**src/rtl/uart_rx.sv**
```systemverilog
// uart_rx: oversampling UART receiver with a one-entry valid/ready holding register.
// Frame: start, 8 data bits LSB first, even parity, 1 or 2 stop bits.
// Ports:
//   clk, rst          clock, asynchronous active-low reset
//   rx_i              serial line (asynchronous, idles high)
//   cfg_en_i          receiver enable
//   cfg_stop_bits_i   0 = one stop bit, 1 = two stop bits
//   rx_data_o         received byte in the holding register
//   rx_valid_o        holding register full
//   rx_ready_i        consumer accepts the byte
//   parity_err_o      parity mismatch for the held byte
//   frame_err_o       stop bit sampled low for the held byte
//   overrun_err_o     one-cycle pulse when a completed byte is dropped
module uart_rx #(
  parameter int unsigned CLK_FREQ  = 50000000,
  parameter int unsigned BAUD_RATE = 115200
) (
  input  logic       clk,
  input  logic       rst,
  input  logic       rx_i,
  input  logic       cfg_en_i,
  input  logic       cfg_stop_bits_i,
  output logic [7:0] rx_data_o,
  output logic       rx_valid_o,
  input  logic       rx_ready_i,
  output logic       parity_err_o,
  output logic       frame_err_o,
  output logic       overrun_err_o
);

  localparam int unsigned BIT_CYCLES  = CLK_FREQ / BAUD_RATE;
  localparam int unsigned HALF_CYCLES = BIT_CYCLES / 2;
  localparam int unsigned CNT_W       = $clog2(BIT_CYCLES) + 1;
  localparam logic [CNT_W-1:0] BIT_TGT  = CNT_W'(BIT_CYCLES - 1);
  localparam logic [CNT_W-1:0] HALF_TGT = CNT_W'(HALF_CYCLES - 1);

  typedef enum logic [2:0] {
    S_IDLE, S_START, S_DATA, S_PARITY, S_STOP1, S_STOP2
  } state_t;

  state_t           state_q, state_nxt;
  logic [CNT_W-1:0] cnt_q, cnt_nxt;
  logic [2:0]       idx_q, idx_nxt;
  logic [7:0]       shift_q, shift_nxt;
  logic             par_q, par_nxt;
  logic             perr_q, perr_nxt;
  logic             rx_meta, rx_s, rx_d;
  logic [CNT_W-1:0] tgt_c;
  logic             tick_c, deliver_c, ferr_c;

  // Two-flop synchronizer plus a delay flop for falling-edge detection.
  always_ff @(posedge clk or negedge rst) begin
    if (!rst) begin
      rx_meta <= 1'b1;
      rx_s    <= 1'b1;
      rx_d    <= 1'b1;
    end else begin
      rx_meta <= rx_i;
      rx_s    <= rx_meta;
      rx_d    <= rx_s;
    end
  end

  // Frame FSM state register.
  always_ff @(posedge clk or negedge rst) begin
    if (!rst) begin
      state_q <= S_IDLE;
      cnt_q   <= '0;
      idx_q   <= '0;
      shift_q <= '0;
      par_q   <= 1'b0;
      perr_q  <= 1'b0;
    end else begin
      state_q <= state_nxt;
      cnt_q   <= cnt_nxt;
      idx_q   <= idx_nxt;
      shift_q <= shift_nxt;
      par_q   <= par_nxt;
      perr_q  <= perr_nxt;
    end
  end

  // Next-state, baud counter and delivery strobe.
  always_comb begin
    state_nxt = state_q;
    idx_nxt   = idx_q;
    shift_nxt = shift_q;
    par_nxt   = par_q;
    perr_nxt  = perr_q;
    deliver_c = 1'b0;
    ferr_c    = 1'b0;
    tgt_c     = (state_q == S_START) ? HALF_TGT : BIT_TGT;
    tick_c    = (state_q != S_IDLE) && (cnt_q == tgt_c);

    case (state_q)
      S_IDLE: begin
        if (rx_d && !rx_s) state_nxt = S_START;
      end
      S_START: begin
        if (tick_c) begin
          if (!rx_s) begin
            state_nxt = S_DATA;
            idx_nxt   = '0;
            par_nxt   = 1'b0;
          end else begin
            state_nxt = S_IDLE;
          end
        end
      end
      S_DATA: begin
        if (tick_c) begin
          shift_nxt = {rx_s, shift_q[7:1]};
          par_nxt   = par_q ^ rx_s;
          if (idx_q == 3'd7) state_nxt = S_PARITY;
          else               idx_nxt   = 3'(idx_q + 3'd1);
        end
      end
      S_PARITY: begin
        if (tick_c) begin
          perr_nxt  = par_q ^ rx_s;
          state_nxt = S_STOP1;
        end
      end
      S_STOP1: begin
        if (tick_c) begin
          if (!rx_s) begin
            deliver_c = 1'b1;
            ferr_c    = 1'b1;
            state_nxt = S_IDLE;
          end else if (cfg_stop_bits_i) begin
            state_nxt = S_STOP2;
          end else begin
            deliver_c = 1'b1;
            state_nxt = S_IDLE;
          end
        end
      end
      S_STOP2: begin
        if (tick_c) begin
          deliver_c = 1'b1;
          ferr_c    = !rx_s;
          state_nxt = S_IDLE;
        end
      end
      default: state_nxt = S_IDLE;
    endcase

    // Disabling drops any partial frame, including one finishing this cycle.
    if (!cfg_en_i) begin
      state_nxt = S_IDLE;
      idx_nxt   = '0;
      deliver_c = 1'b0;
    end

    // Counter restarts on every state entry and after each tick; idle holds it at zero.
    if ((state_nxt != state_q) || tick_c || (state_q == S_IDLE)) cnt_nxt = '0;
    else                                                          cnt_nxt = cnt_q + CNT_W'(1);
  end

  // One-entry holding register with overrun detection.
  always_ff @(posedge clk or negedge rst) begin
    if (!rst) begin
      rx_data_o     <= '0;
      rx_valid_o    <= 1'b0;
      parity_err_o  <= 1'b0;
      frame_err_o   <= 1'b0;
      overrun_err_o <= 1'b0;
    end else begin
      overrun_err_o <= 1'b0;
      if (deliver_c) begin
        if (!rx_valid_o || rx_ready_i) begin
          rx_data_o    <= shift_q;
          parity_err_o <= perr_q;
          frame_err_o  <= ferr_c;
          rx_valid_o   <= 1'b1;
        end else begin
          overrun_err_o <= 1'b1;
        end
      end else if (rx_valid_o && rx_ready_i) begin
        rx_valid_o <= 1'b0;
      end
    end
  end

endmodule

```
**config.mk**
```make
export PLATFORM = sky130hd
export DESIGN_NAME = uart_rx
export DESIGN_NICKNAME = d
export VERILOG_FILES = /design/src/rtl/uart_rx.sv
export SDC_FILE = /design/constraint.sdc
export NUM_CORES = 1
export LEC_CHECK = 0
export ABC_AREA = 1
export BUFFER_PORTS_ARGS = -buffer_cell sky130_fd_sc_hd__buf_4
export CORE_AREA = 2 2 82 84
export CTS_CLUSTER_DIAMETER = 150
export CTS_CLUSTER_SIZE = 16
export DETAILED_ROUTE_END_ITERATION = 16
export DIE_AREA = 0 0 84 86
export MAX_ROUTING_LAYER = met4
export PLACE_DENSITY = 0.51
export SYNTH_ARGS = -nofsm -noshare
export SYNTH_HDL_FRONTEND = slang
export SYNTH_SLANG_ARGS = --single-unit
```
**constraint.sdc**
```tcl
create_clock -name clk -period 1.7 [get_ports clk]
set_clock_uncertainty 0.1 [all_clocks]
set_input_delay 0.51 -clock clk [delete_from_list [all_inputs] [get_ports clk]]
set_output_delay 0.51 -clock clk [all_outputs]
set_load 0.02 [all_outputs]
```
# --- After elaboration in Yosys (flattened, before gate mapping) ---
# Index checks and enable logic that the tools add are counted.
# Widths: inputs -> output; s select.
classes:
  add_sub_neg: 2
  eq_ne: 17
  mux: 39
  bitwise: 1
  n_reduce_logical: 18
ops:
  columns: ["op", "n"]
  rows:
  - ["$mux 3", 15]
  - ["$pmux 3 s6", 1]
  - ["$mux 1", 16]
  - ["$ne 3x3->1 const B", 4]
  - ["$add 10x1->10 const B", 1]
  - ["$eq 10x9->1", 1]
  - ["$mux 10", 1]
  - ["$eq 3x3->1 const B", 3]
  - ["$mux 9", 1]
  - ["$reduce_and 2->1", 4]
  - ["$eq 3x2->1 const B", 2]
  - ["$ne 2x2->1 const B", 3]
  - ["$pmux 1 s2", 3]
  - ["$pmux 3 s2", 1]
  - ["$reduce_and 5->1", 1]
  - ["$reduce_and 4->1", 1]
  - ["$reduce_bool 2->1", 2]
  - ["$add 3x1->3 const B", 1]
  - ["$eq 3x1->1 const B", 1]
  - ["$logic_and 1x1->1", 3]
  - ["$logic_not 3->1", 1]
  - ["$logic_or 1x1->1", 3]
  - ["$ne 3x1->1 const B", 1]
  - ["$ne 3x3->1", 1]
  - ["5 further kinds", 6]
word_totals:
  regBits: 41
  inputBits: 6
  out_inout_bits: 12
  word_cells: 91

# --- Depth between registers and ports, before layout ---
depth:
  word_depth: 11
  ltp_mapped: 15
  ltp_nobuf: 15

# --- Least setup slack after synthesis ---
# OpenSTA, ideal clock, no wires.
synth_path:
  path_kind: "register to register"
  from: "register state_q[2]"
  to: "register cnt_q[4]"
  setup_ns: 0.121
  arrival_time_ns: 1.515
  required_time_ns: 1.479
  setup_slack_ns: -0.035
  stages_incl_launch_ff: 13
  path_buffers: 0
  period_less_slack_ns: 1.735
  cell_sequence: "dfrtp_1 -> inv_2 -> nand2_1 -> nor2_2 -> nand4_4 -> nor2_2 -> nor2_2 -> nand2_2 -> nand2_2 -> nand2_2 -> nand2_4 -> nand2_8 -> nor2_2"
synth_via:
  elab_chain_cells: 11
  word_cells_on_any_way: 23
  classes_between: "eq/ne: 7; mux: 11; reduce/logical: 5"
synth_rtl:
  columns: ["element", "line_no", "rtl"]
  rows:
  - ["start: declaration", "41", "state_t state_q, state_nxt;"]
  - ["start signal: assignment", "74", "state_q <= state_nxt;"]
  - ["$eq 3x1->1", "92, 95", null]
  - ["$mux 9", "92", "tgt_c = (state_q == S_START) ? HALF_TGT : BIT_TGT;"]
  - ["$eq 10x9->1", "93", "tick_c = (state_q != S_IDLE) && (cnt_q == tgt_c);"]
  - ["$logic_and 1x1->1", "93", null]
  - ["$mux 3, on equally long branches", null, null]
  - ["$pmux 3 s6", "95", "case (state_q)"]
  - ["$mux 3", "149", "if (!cfg_en_i) begin"]
  - ["$ne 3x3->1", "156", "if ((state_nxt != state_q) || tick_c || (state_q == S_IDLE)) cnt_nxt = '0;"]
  - ["$logic_or 1x1->1", "156", null]
  - ["$logic_or 1x1->1 *", "156", null]
  - ["$mux 10 *", "156", null]
  - ["net cnt_nxt[4]", "42", "logic [CNT_W-1:0] cnt_q, cnt_nxt;"]
  - ["end signal: assignment", "75", "cnt_q <= cnt_nxt;"]
  - ["end: declaration", "42", null]
# Mark *: on every way through the listed nets, which the timed path passes. The rest lies on a longest branch.
# A chain may end at the register's enable or synchronous reset.

# --- Worst setup path after layout ---
layout_path:
  from: "register state_q[0]"
  to: "register cnt_q[0]"
# The elaborated chain is that of the path after synthesis.

==> flow_summary.yaml <==
run_status:
  status: "complete, but fails checks"
  violations: "setup timing"
final_layout:
  nets: 306
  area_growth_pct: 39.1
  diodes: 0
  layout_common_cells: "buf_4, nand2_1, dfrtp_1, inv_1, nor2_2"
  nFillCells: 612
  drive_gt1_share_pct: 47.3
  final_common_cell: "buf_4"
  fin_area_mm2: 0.00296
sta:
  layout_setup_ws_ns: -0.198
  period_needed_ns: 1.90
  tightest_slew_ns: 0.516
  rsz0062_at_grt: "true"
  finalHoldViolCount: 0
  setup_viol: 24
  tns_ns: -2.38
  fmax_ghz: 0.527
  drv_slew: 0
  max-slew-margin-rel_pct: 65.6
  fin_crit_sh_pct: 112
  whs_ns: 0.0859
floorplanning:
  core_area_mm2: 0.00628
  floorplan.rows: 29
  die_h_um: 86
  die_area_mm2: 0.00722
  die_w_um: 84
  initial_core_util_pct: 33.9
  io-pin-count: 18
power_and_ir_drop:
  leakagePower_nw: 1.41
  pwr_density_cell_mw_per_mm2: 718
  vdd_drop_max_v: 0.000374
  finalPower_mw: 2.13
clock_network:
  numCtsBuffers: 5
  cts_buffer_depth: 2
  cts_root_buffer: "clkbuf_8"
  cts_num_sinks: 41
  cts_tree: "done"
  cts.clk_slew.worst_paths_ns: 0.09
  htreeDepth: 2
  clk_latency_ns: 0.29
drt:
  drt_iter0_drc: 40
  routed_via_density: 4.46
  drc: 0
  vias: 1674
  drtPass1Iterations: 4
  antenna_left: 0
  routedWlPerCell_um: 11.8
  routed_wl_um: 4430
place:
  routabilityCongestion: 0.872
  portBuffers: 17
  dp_hpwl_um: 3080
  placed_area_mm2: 0.00262
logic_synthesis:
  ys_types: 35
  ys.flop_type: "dfrtp_1"
  seq_area_frac_synth_pct: 48.4
  synth_enable_flop_cells: 0
  yosysTopAreaCellShare_pct: 44.7
  synth_top_area_cell: "dfrtp_1"
  ys_ff_latch: 41
  async_reset_ff_share_pct: 100
  synth_area_per_cell_um2: 9.38
  synthCells: 227
  yosysWarningCount: 0
  synth.area.top_cells: "dfrtp_1, nand2_1, inv_1"
  synth_nets: 236
  synth_area_mm2: 0.00213
worst_setup_path:
  cp.depth: 12
  crit_family: "simple AND/OR/NAND/NOR gates"
  start_kind: "flop"
  worstPathRequired_ns: 1.83
  critical_path.most_common_cell: "nand2_1"
  r2r_slack_ns: -0.20
  cp.arrival_ns: 2.03
  crit_type: "reg -> reg"
  path_buf_inv: 2
  r2r-end: "cnt_q[0]$_DFF_PN0_"
  reg2reg_from: "state_q[0]$_DFF_PN0_"
  max_stage_delay_ns: 0.45
  startpoint: "state_q[0]$_DFF_PN0_"
  slowest_stage: "dfrtp_2"
  worstRegToRegCells: 12
  cp-end-kind: "flop"
  path_cells: "buf_4, inv_4, nand4_1, nand4_4, nand2_1, nand2_1, nand2_2, nand2_1, nand2_2, nor2_4, nand2_4, nor2_2"
  cp_max_fo: 5
global_routing:
  first_global_vias: 1739
  grt_use_total_pct: 13.8
  grt_max_degree: 42
  grt_overflow: 0
  antenna_found_initial: 0
  grt_pass1_wl_um: 7730
worst_hold_path:
  hold_path.class: "in -> async"
run:
  cap_violations: 0
[power by group]
part	internal (mW)	total [mW]	switching (mW)
sequential	0.987	0.994	0.00795
combinational	0.0686	0.173	0.105
clock	0.592	0.958	0.367
total	1.65	2.13	0.479
[through the flow]
| step | util [%] | std cells | setup slack, ns |
|---|---|---|---|
| after CTS | 45.9 | 372 | -0.154 |
| after global routing | 47.2 | 375 | -0.354 |
| final | 47.2 | 375 | -0.198 |
| after global placement | 41.7 | 354 | -0.139 |
| after floorplan | - | 227 | -0.0260 |
| after detailed placement | 41.7 | 354 | -0.129 |
[repair_timing]
item,4_1_cts,5_1_grt
buffers inserted,8,6
resized for setup,16,16
hold endpoints to repair,0,0
setup endpoints to repair,24,28
pin swaps,4,5
gates cloned,2,0
hold buffers,0,0
[registers in the layout, summed over array words and instances, names as in the netlist]
name and flops:
cnt_q 10, rx_d 1, perr_q 1, shift_q 8
rx_meta 1, par_q 1, rx_data_o 8, overrun_err_o 1
rx_s 1, frame_err_o 1, idx_q 3, rx_valid_o 1
state_q 3, parity_err_o 1
[per-layer routing]
metal	part of all wire [%]	vias up	GRT usage [%]
met3	2.7	6	2.98
met5	0	-	-
li1	-	867	-
met4	1.7	0	4.55
met2	46	20	23.1
met1	49	781	16.7
[worst max-delay path by stage]
stage	endpoint	slack [ns]
after CTS	cnt_q[4]$_DFF_PN0_	-0.15
after floorplan	parity_err_o$_DFFE_PN0P_	-0.03
final	cnt_q[0]$_DFF_PN0_	-0.20
after global routing	cnt_q[3]$_DFF_PN0_	-0.35
after detailed placement	cnt_q[9]$_DFF_PN0_	-0.13
after global placement	cnt_q[6]$_DFF_PN0_	-0.14
[cells in the mapped netlist (all sizes together), types with 2 or more instances]
| library cell | n |
|---|---|
| o21ai | 19 |
| nor3 | 4 |
| ha | 3 |
| xor2 | 6 |
| dfstp | 3 |
| dfrtp | 38 |
| mux2 | 2 |
| xnor2 | 3 |
| a21boi | 2 |
| a21oi | 2 |
| buf | 3 |
| nor2 | 24 |
| nand4 | 8 |
| nand2 | 58 |
| nand3 | 15 |
| inv | 32 |
[layout make-up]
class	instances	area, um2	area share (%)
Clock buffer	5	68.8	2.32
Clock inverter	3	68.8	2.32
Inverter	33	143	4.81
Multi-Input combinational cell	150	1040	35.3
Sequential cell	41	1030	34.8
Tap cell	77	96.3	3.25
Timing Repair Buffer	66	510	17.2
[kinds of logic (layout without fill, tap and decap cells)]
logic type	Yosys count	in the layout	synth area share [%]
flip-flops	41	41	48.4
AND/OR/NAND/NOR	109	110	30.5
adder cells (fa/ha/maj)	3	3	1.76
multiplexers	2	2	1.06
XOR/XNOR	9	9	3.70
buffers and inverters	37	107	7.46
AO/OA/AOI/OAI	26	26	7.17
(Power assumes the default switching activity.)
